[src/rtl/ctrl_conditioner_if.sv]
// Button, raster-position and conditioned-control signals exchanged with ctrl_conditioner.
// The master drives raw buttons and the raster position; the slave returns the conditioned controls.
interface ctrl_conditioner_if;
  logic [3:0]  btn_raw;
  logic        btn_start;
  logic [10:0] drawX;
  logic [10:0] drawY;
  logic [3:0]  controls;
  logic        frame_tick;
  logic        en;

  modport master (
    output btn_raw, btn_start, drawX, drawY,
    input  controls, frame_tick, en
  );

  modport slave (
    input  btn_raw, btn_start, drawX, drawY,
    output controls, frame_tick, en
  );
endinterface

[src/rtl/ctrl_conditioner.sv]
// Synchronizes and debounces direction and start buttons, resolves opposing directions,
// and latches the directions once per frame alongside a one-cycle frame tick.
module ctrl_conditioner #(
  parameter int unsigned DEBOUNCE_CYCLES = 500000,
  parameter int unsigned FRAME_X         = 0,
  parameter int unsigned FRAME_Y         = 480,
  parameter bit          EN_RESET        = 1'b1
) (
  input  logic               pixel_clk,
  input  logic               rst,
  ctrl_conditioner_if.slave  bus
);

  localparam int unsigned NUM_IN = 5;
  localparam int unsigned CNT_W  = $clog2(DEBOUNCE_CYCLES) + 1;
  localparam int unsigned POS_W  = 11;

  localparam int unsigned UP    = 0;
  localparam int unsigned LEFT  = 1;
  localparam int unsigned RIGHT = 2;
  localparam int unsigned DOWN  = 3;
  localparam int unsigned START = 4;

  localparam logic [CNT_W-1:0] CNT_LAST  = CNT_W'(DEBOUNCE_CYCLES - 1);
  localparam logic [POS_W-1:0] MATCH_X   = POS_W'(FRAME_X);
  localparam logic [POS_W-1:0] MATCH_Y   = POS_W'(FRAME_Y);

  logic [NUM_IN-1:0] raw_c;
  logic [NUM_IN-1:0] sync_meta_q;
  logic [NUM_IN-1:0] sync_q;
  logic [NUM_IN-1:0] stable_q;
  logic [CNT_W-1:0]  cnt_q [NUM_IN];

  logic [NUM_IN-1:0] mismatch_c;
  logic [NUM_IN-1:0] accept_c;
  logic [3:0]        resolved_c;
  logic              frame_match_c;
  logic              start_press_c;

  logic [3:0]        controls_q;
  logic              frame_tick_q;
  logic              en_q;

  assign raw_c = {bus.btn_start, bus.btn_raw};

  // Two-flop synchronizer on every raw button.
  always_ff @(posedge pixel_clk) begin
    if (rst) begin
      sync_meta_q <= '0;
      sync_q      <= '0;
    end else begin
      sync_meta_q <= raw_c;
      sync_q      <= sync_meta_q;
    end
  end

  // A change is accepted on the last of DEBOUNCE_CYCLES consecutive mismatching cycles.
  always_comb begin
    mismatch_c = '0;
    accept_c   = '0;
    for (int i = 0; i < NUM_IN; i++) begin
      mismatch_c[i] = sync_q[i] ^ stable_q[i];
      accept_c[i]   = mismatch_c[i] && (cnt_q[i] == CNT_LAST);
    end
  end

  // Per-input run counters; cleared on agreement or acceptance, so they never wrap.
  always_ff @(posedge pixel_clk) begin
    if (rst) begin
      for (int i = 0; i < NUM_IN; i++) begin
        cnt_q[i] <= '0;
      end
    end else begin
      for (int i = 0; i < NUM_IN; i++) begin
        if (!mismatch_c[i] || accept_c[i]) begin
          cnt_q[i] <= '0;
        end else begin
          cnt_q[i] <= cnt_q[i] + CNT_W'(1);
        end
      end
    end
  end

  always_ff @(posedge pixel_clk) begin
    if (rst) begin
      stable_q <= '0;
    end else begin
      stable_q <= stable_q ^ accept_c;
    end
  end

  // Opposing directions held together cancel each other; diagonals pass through.
  always_comb begin
    resolved_c = stable_q[3:0];
    if (stable_q[UP] && stable_q[DOWN]) begin
      resolved_c[UP]   = 1'b0;
      resolved_c[DOWN] = 1'b0;
    end
    if (stable_q[LEFT] && stable_q[RIGHT]) begin
      resolved_c[LEFT]  = 1'b0;
      resolved_c[RIGHT] = 1'b0;
    end
  end

  assign frame_match_c = (bus.drawX == MATCH_X) && (bus.drawY == MATCH_Y);
  assign start_press_c = accept_c[START] && sync_q[START];

  // Controls sample the pre-edge stable bits on the same edge the tick rises.
  always_ff @(posedge pixel_clk) begin
    if (rst) begin
      frame_tick_q <= 1'b0;
      controls_q   <= '0;
    end else begin
      frame_tick_q <= frame_match_c;
      if (frame_match_c) begin
        controls_q <= resolved_c;
      end
    end
  end

  always_ff @(posedge pixel_clk) begin
    if (rst) begin
      en_q <= EN_RESET;
    end else if (start_press_c) begin
      en_q <= ~en_q;
    end
  end

  assign bus.controls   = controls_q;
  assign bus.frame_tick = frame_tick_q;
  assign bus.en         = en_q;

endmodule
[src/flat_wrapper.sv]
// flat-port wrapper written by rule: the top's interface ports become plain ports
module ctrl_conditioner_flat 
#(
  parameter int unsigned DEBOUNCE_CYCLES = 500000,
  parameter int unsigned FRAME_X         = 0,
  parameter int unsigned FRAME_Y         = 480,
  parameter bit          EN_RESET        = 1'b1
)
  (pixel_clk, rst, bus_btn_raw, bus_btn_start, bus_drawX, bus_drawY, bus_controls, bus_frame_tick, bus_en);
  ctrl_conditioner_if bus_i ();
  input  logic pixel_clk;
  input  logic rst;
  input wire logic [$bits(bus_i.btn_raw)-1:0] bus_btn_raw;
  input wire logic [$bits(bus_i.btn_start)-1:0] bus_btn_start;
  input wire logic [$bits(bus_i.drawX)-1:0] bus_drawX;
  input wire logic [$bits(bus_i.drawY)-1:0] bus_drawY;
  output wire logic [$bits(bus_i.controls)-1:0] bus_controls;
  output wire logic [$bits(bus_i.frame_tick)-1:0] bus_frame_tick;
  output wire logic [$bits(bus_i.en)-1:0] bus_en;
  assign bus_i.btn_raw = bus_btn_raw;
  assign bus_i.btn_start = bus_btn_start;
  assign bus_i.drawX = bus_drawX;
  assign bus_i.drawY = bus_drawY;
  assign bus_controls = bus_i.controls;
  assign bus_frame_tick = bus_i.frame_tick;
  assign bus_en = bus_i.en;
  ctrl_conditioner #(.DEBOUNCE_CYCLES(DEBOUNCE_CYCLES), .FRAME_X(FRAME_X), .FRAME_Y(FRAME_Y), .EN_RESET(EN_RESET)) u_core (.pixel_clk(pixel_clk), .rst(rst), .bus(bus_i));
endmodule
[config.mk]
export PLATFORM = sky130hd
export DESIGN_NAME = ctrl_conditioner_flat
export DESIGN_NICKNAME = d
export VERILOG_FILES = /design/src/rtl/ctrl_conditioner_if.sv /design/src/rtl/ctrl_conditioner.sv /design/src/flat_wrapper.sv
export SDC_FILE = /design/constraint.sdc
export NUM_CORES = 1
export LEC_CHECK = 0
export ABC_AREA = 1
export ABC_CLOCK_PERIOD_IN_PS = 2970
export BUFFER_PORTS_ARGS = -buffer_cell sky130_fd_sc_hd__buf_2
export CORE_MARGIN = 10
export CORE_UTILIZATION = 66
export CTS_CLUSTER_DIAMETER = 50
export DETAILED_ROUTE_END_ITERATION = 10
export PLACE_DENSITY_LB_ADDON = 0.25
export SYNTH_ARGS = -nofsm -noshare
export SYNTH_HDL_FRONTEND = slang
export SYNTH_SLANG_ARGS = --single-unit
[constraint.sdc]
create_clock -name pixel_clk -period 2.97 [get_ports pixel_clk]
set_input_delay 0.4455 -clock pixel_clk [delete_from_list [all_inputs] [get_ports pixel_clk]]
set_output_delay 0.4455 -clock pixel_clk [all_outputs]
set_load 0.03 [all_outputs]
==> impl_metrics.tcl <==
set metrics [dict create \
    relSlewSlack 0.531 \
    p_leak_nw 3.48 \
    ff2ff_path_depth 6 \
    diodes 0 \
    io_pins 35 \
    netlist_area_mm2 0.00713 \
    wl_um 15400 \
    cpPeakStageDelay_ns 0.53 \
    hold_path.class "primary input to flip-flop" \
    dp_cells 1169 \
    worstHoldPathCells 3 \
    start_kind "flip-flop" \
    path_clk_slew_ns 0.05 \
    vias_per_cell 5.11 \
    grt_pass1_wl_um 25900 \
    drc 0 \
    place_congestion 0.914 \
    r2r-start "u_core.cnt_q[1][0]" \
    clkSinkCount 121 \
    dp_hpwl_um 11200 \
    run_status "complete, no violations" \
    final_nets 1086 \
    worst-r2r-setup-slack_ns 0.93 \
    crit_type "flip-flop to flip-flop" \
    timing.rr.end "u_core.cnt_q[1][18]" \
    vias 6136 \
    fin_crit_ns 2.04 \
    grtUsageTotal 0.210 \
    start_util 0.684 \
    cpMaxStageDelayCell "nand2_1" \
    layout_commonest_cell "nand2_1" \
    overflow 0 \
    yosys.area.top_type "edfxtp_1" \
    fp.dieW_um 124 \
    mostFrequentLayoutCells "211 x nand2_1, 190 x nor2_1, 114 x inv_1, 100 x edfxtp_1, 100 x conb_1" \
    dr.pass1.iters 5 \
    clock_path_buffers 2 \
    ys_seq_area_frac 0.480 \
    syn2layout_area_growth_pct 17.7 \
    maxCapViolCount 0 \
    ir_worst_vdd_mv 0.420 \
    cp-startpoint "u_core.cnt_q[1][0]" \
    setup_viol 0 \
    cts_buffers 17 \
    wl_per_cell_um 12.8 \
    cts_resized 0 \
    min_to "u_core.sync_meta_q[4]" \
    cts_root_buf "clkbuf_8" \
    period_share 0.686 \
    hold_buffers 0 \
    max_freq_mhz 491 \
    setup_tns_ns 0 \
    dieHeight_um 124 \
    yosysUniqueCellTypes 38 \
    synthTopCellsByArea "edfxtp_1 42%, nand2_1 11%, nor2_1 10%" \
    netlist.area_leader.share 0.421 \
    die-area_mm2 0.0154 \
    p_per_area_mw_per_mm2 503 \
    hold_viol 0 \
    ys_seq_elements 121 \
    grt_start_max_net_pins 21 \
    antenna_found_initial 0 \
    skew_ns 0.00618 \
    final_cell_count_no_fill 1201 \
    synth_area_per_cell_um2 7.85 \
    required_ns 3.21 \
    drv_slew 0 \
    port_buffers 34 \
    worstMarginPinSlew_ns 0.702 \
    h-tree-depth 4 \
    cts_tree "built" \
    nFillCells 712 \
    path_delay_family "simple AND/OR/NAND/NOR gates" \
    first_iter_violations 644 \
    path_buf_inv 0 \
    yosysWarnings 0 \
    post_cts.repair.setup_buffers 0 \
    end_kind "flip-flop" \
    critPathArrivalTime_ns 2.27 \
    cp_max_fo 20 \
    grt_pass1_vias 5909 \
    synthCells 908 \
    drive_gt1_frac 0.108 \
    num_rows 37 \
    clock_latency_ns 0.52 \
    rsz0062_at_grt "false" \
    hp-start "bus_btn_start" \
    core_area_mm2 0.0104 \
    path_cells "ha_1, nand3_2, nor3_1, nand3_1, nand2_1, a21oi_1" \
    ant_nets 0 \
]
[cell families (layout without fill, tap and decap cells)]
group | count (synthesis) | in the layout | synth area share
buffers and inverters | 128 | 186 | 0.0725
and+or+nand+nor | 558 | 558 | 0.350
adders and majority gates | 5 | 5 | 0.00878
other | 1 | 100 | 0.000526
AOI/OAI and AO/OA | 59 | 59 | 0.0430
DFF | 121 | 121 | 0.480
xor gates and xnor gates | 36 | 36 | 0.0442
[per-stage QoR]
stage | hold WS (ns) | util | area (µm²) | power (W) | setup WS, ns
after global placement | 0.391 | 0.746 | 7770 | 0.00218 | 0.923
after floorplan | 0.388 | - | 7500 | 0.00213 | 1.41
final | 0.127 | 0.805 | 8390 | 0.00422 | 0.934
after detailed placement | 0.397 | 0.746 | 7770 | 0.00219 | 0.886
after global routing | 0.127 | 0.805 | 8390 | 0.00434 | 0.759
after CTS | 0.114 | 0.805 | 8390 | 0.00422 | 0.936
[synthesized netlist by cell type, drive strengths merged]
master / instances
nor3b: 3
nor3: 20
nor2: 207
inv: 119
or2: 10
a21oi: 41
nand4: 36
xnor2: 6
a31oi: 1
dfxtp: 21
o21bai: 1
clkbuf: 1
buf: 8
o21ai: 16
edfxtp: 100
or3: 1
nand3: 49
and2: 1
ha: 5
nand2: 221
nand3b: 10
conb: 1
xor2: 30
[report_power, final]
group	internal, W	leakage (nW)	switching, W
Combinational	0.0000660	1.97	0.000131
Clock	0.00133	0.308	0.000715
Sequential	0.00190	1.20	0.0000666
[metal layers]
metal | part of all wire | global-route usage | wire (µm) | vias up
met2 | 0.50 | 0.353 | 7620 | 178
li1 | - | - | - | 3145
met3 | 0.052 | 0.0489 | 804 | 32
met4 | 0.020 | 0.0921 | 306 | 0
met5 | 0 | 0 | 0 | -
met1 | 0.43 | 0.252 | 6630 | 2781
[worst max-delay path by stage]
| stage | end | cells after the start |
|---|---|---|
| after floorplan | u_core.cnt_q[4][16] | 9 |
| after global placement | u_core.cnt_q[1][2] | 6 |
| after detailed placement | u_core.cnt_q[1][19] | 6 |
| after CTS | u_core.cnt_q[4][12] | 7 |
| after global routing | u_core.cnt_q[4][14] | 7 |
| final | u_core.cnt_q[1][18] | 6 |
[layout make-up]
type,count,area (µm²),share of cell area
Multi-Input combinational cell,758,3560,0.424
Sequential cell,121,3420,0.408
Clock buffer,28,591,0.0704
Inverter,119,447,0.0533
Timing Repair Buffer,35,178,0.0212
Tap cell,136,170,0.0203
Clock inverter,4,20.0,0.00239
[sequential cells by signal (all words and copies together) (netlist names), named ones only]
register and flops:
u_core.sync_q 5, u_core.cnt_q 100, u_core.sync_meta_q 5, u_core.bus.controls 4
u_core.bus.en 1, u_core.bus.frame_tick 1
[worst register-to-register path, stage by stage, from the launching register on]
cell,delay (ns)
edfxtp_1,0.41
ha_1,0.28
nand3_2,0.14
nor3_1,0.18
nand3_1,0.10
nand2_1,0.53
a21oi_1,0.10
No activity file was read; power rests on OpenSTA's default activity.
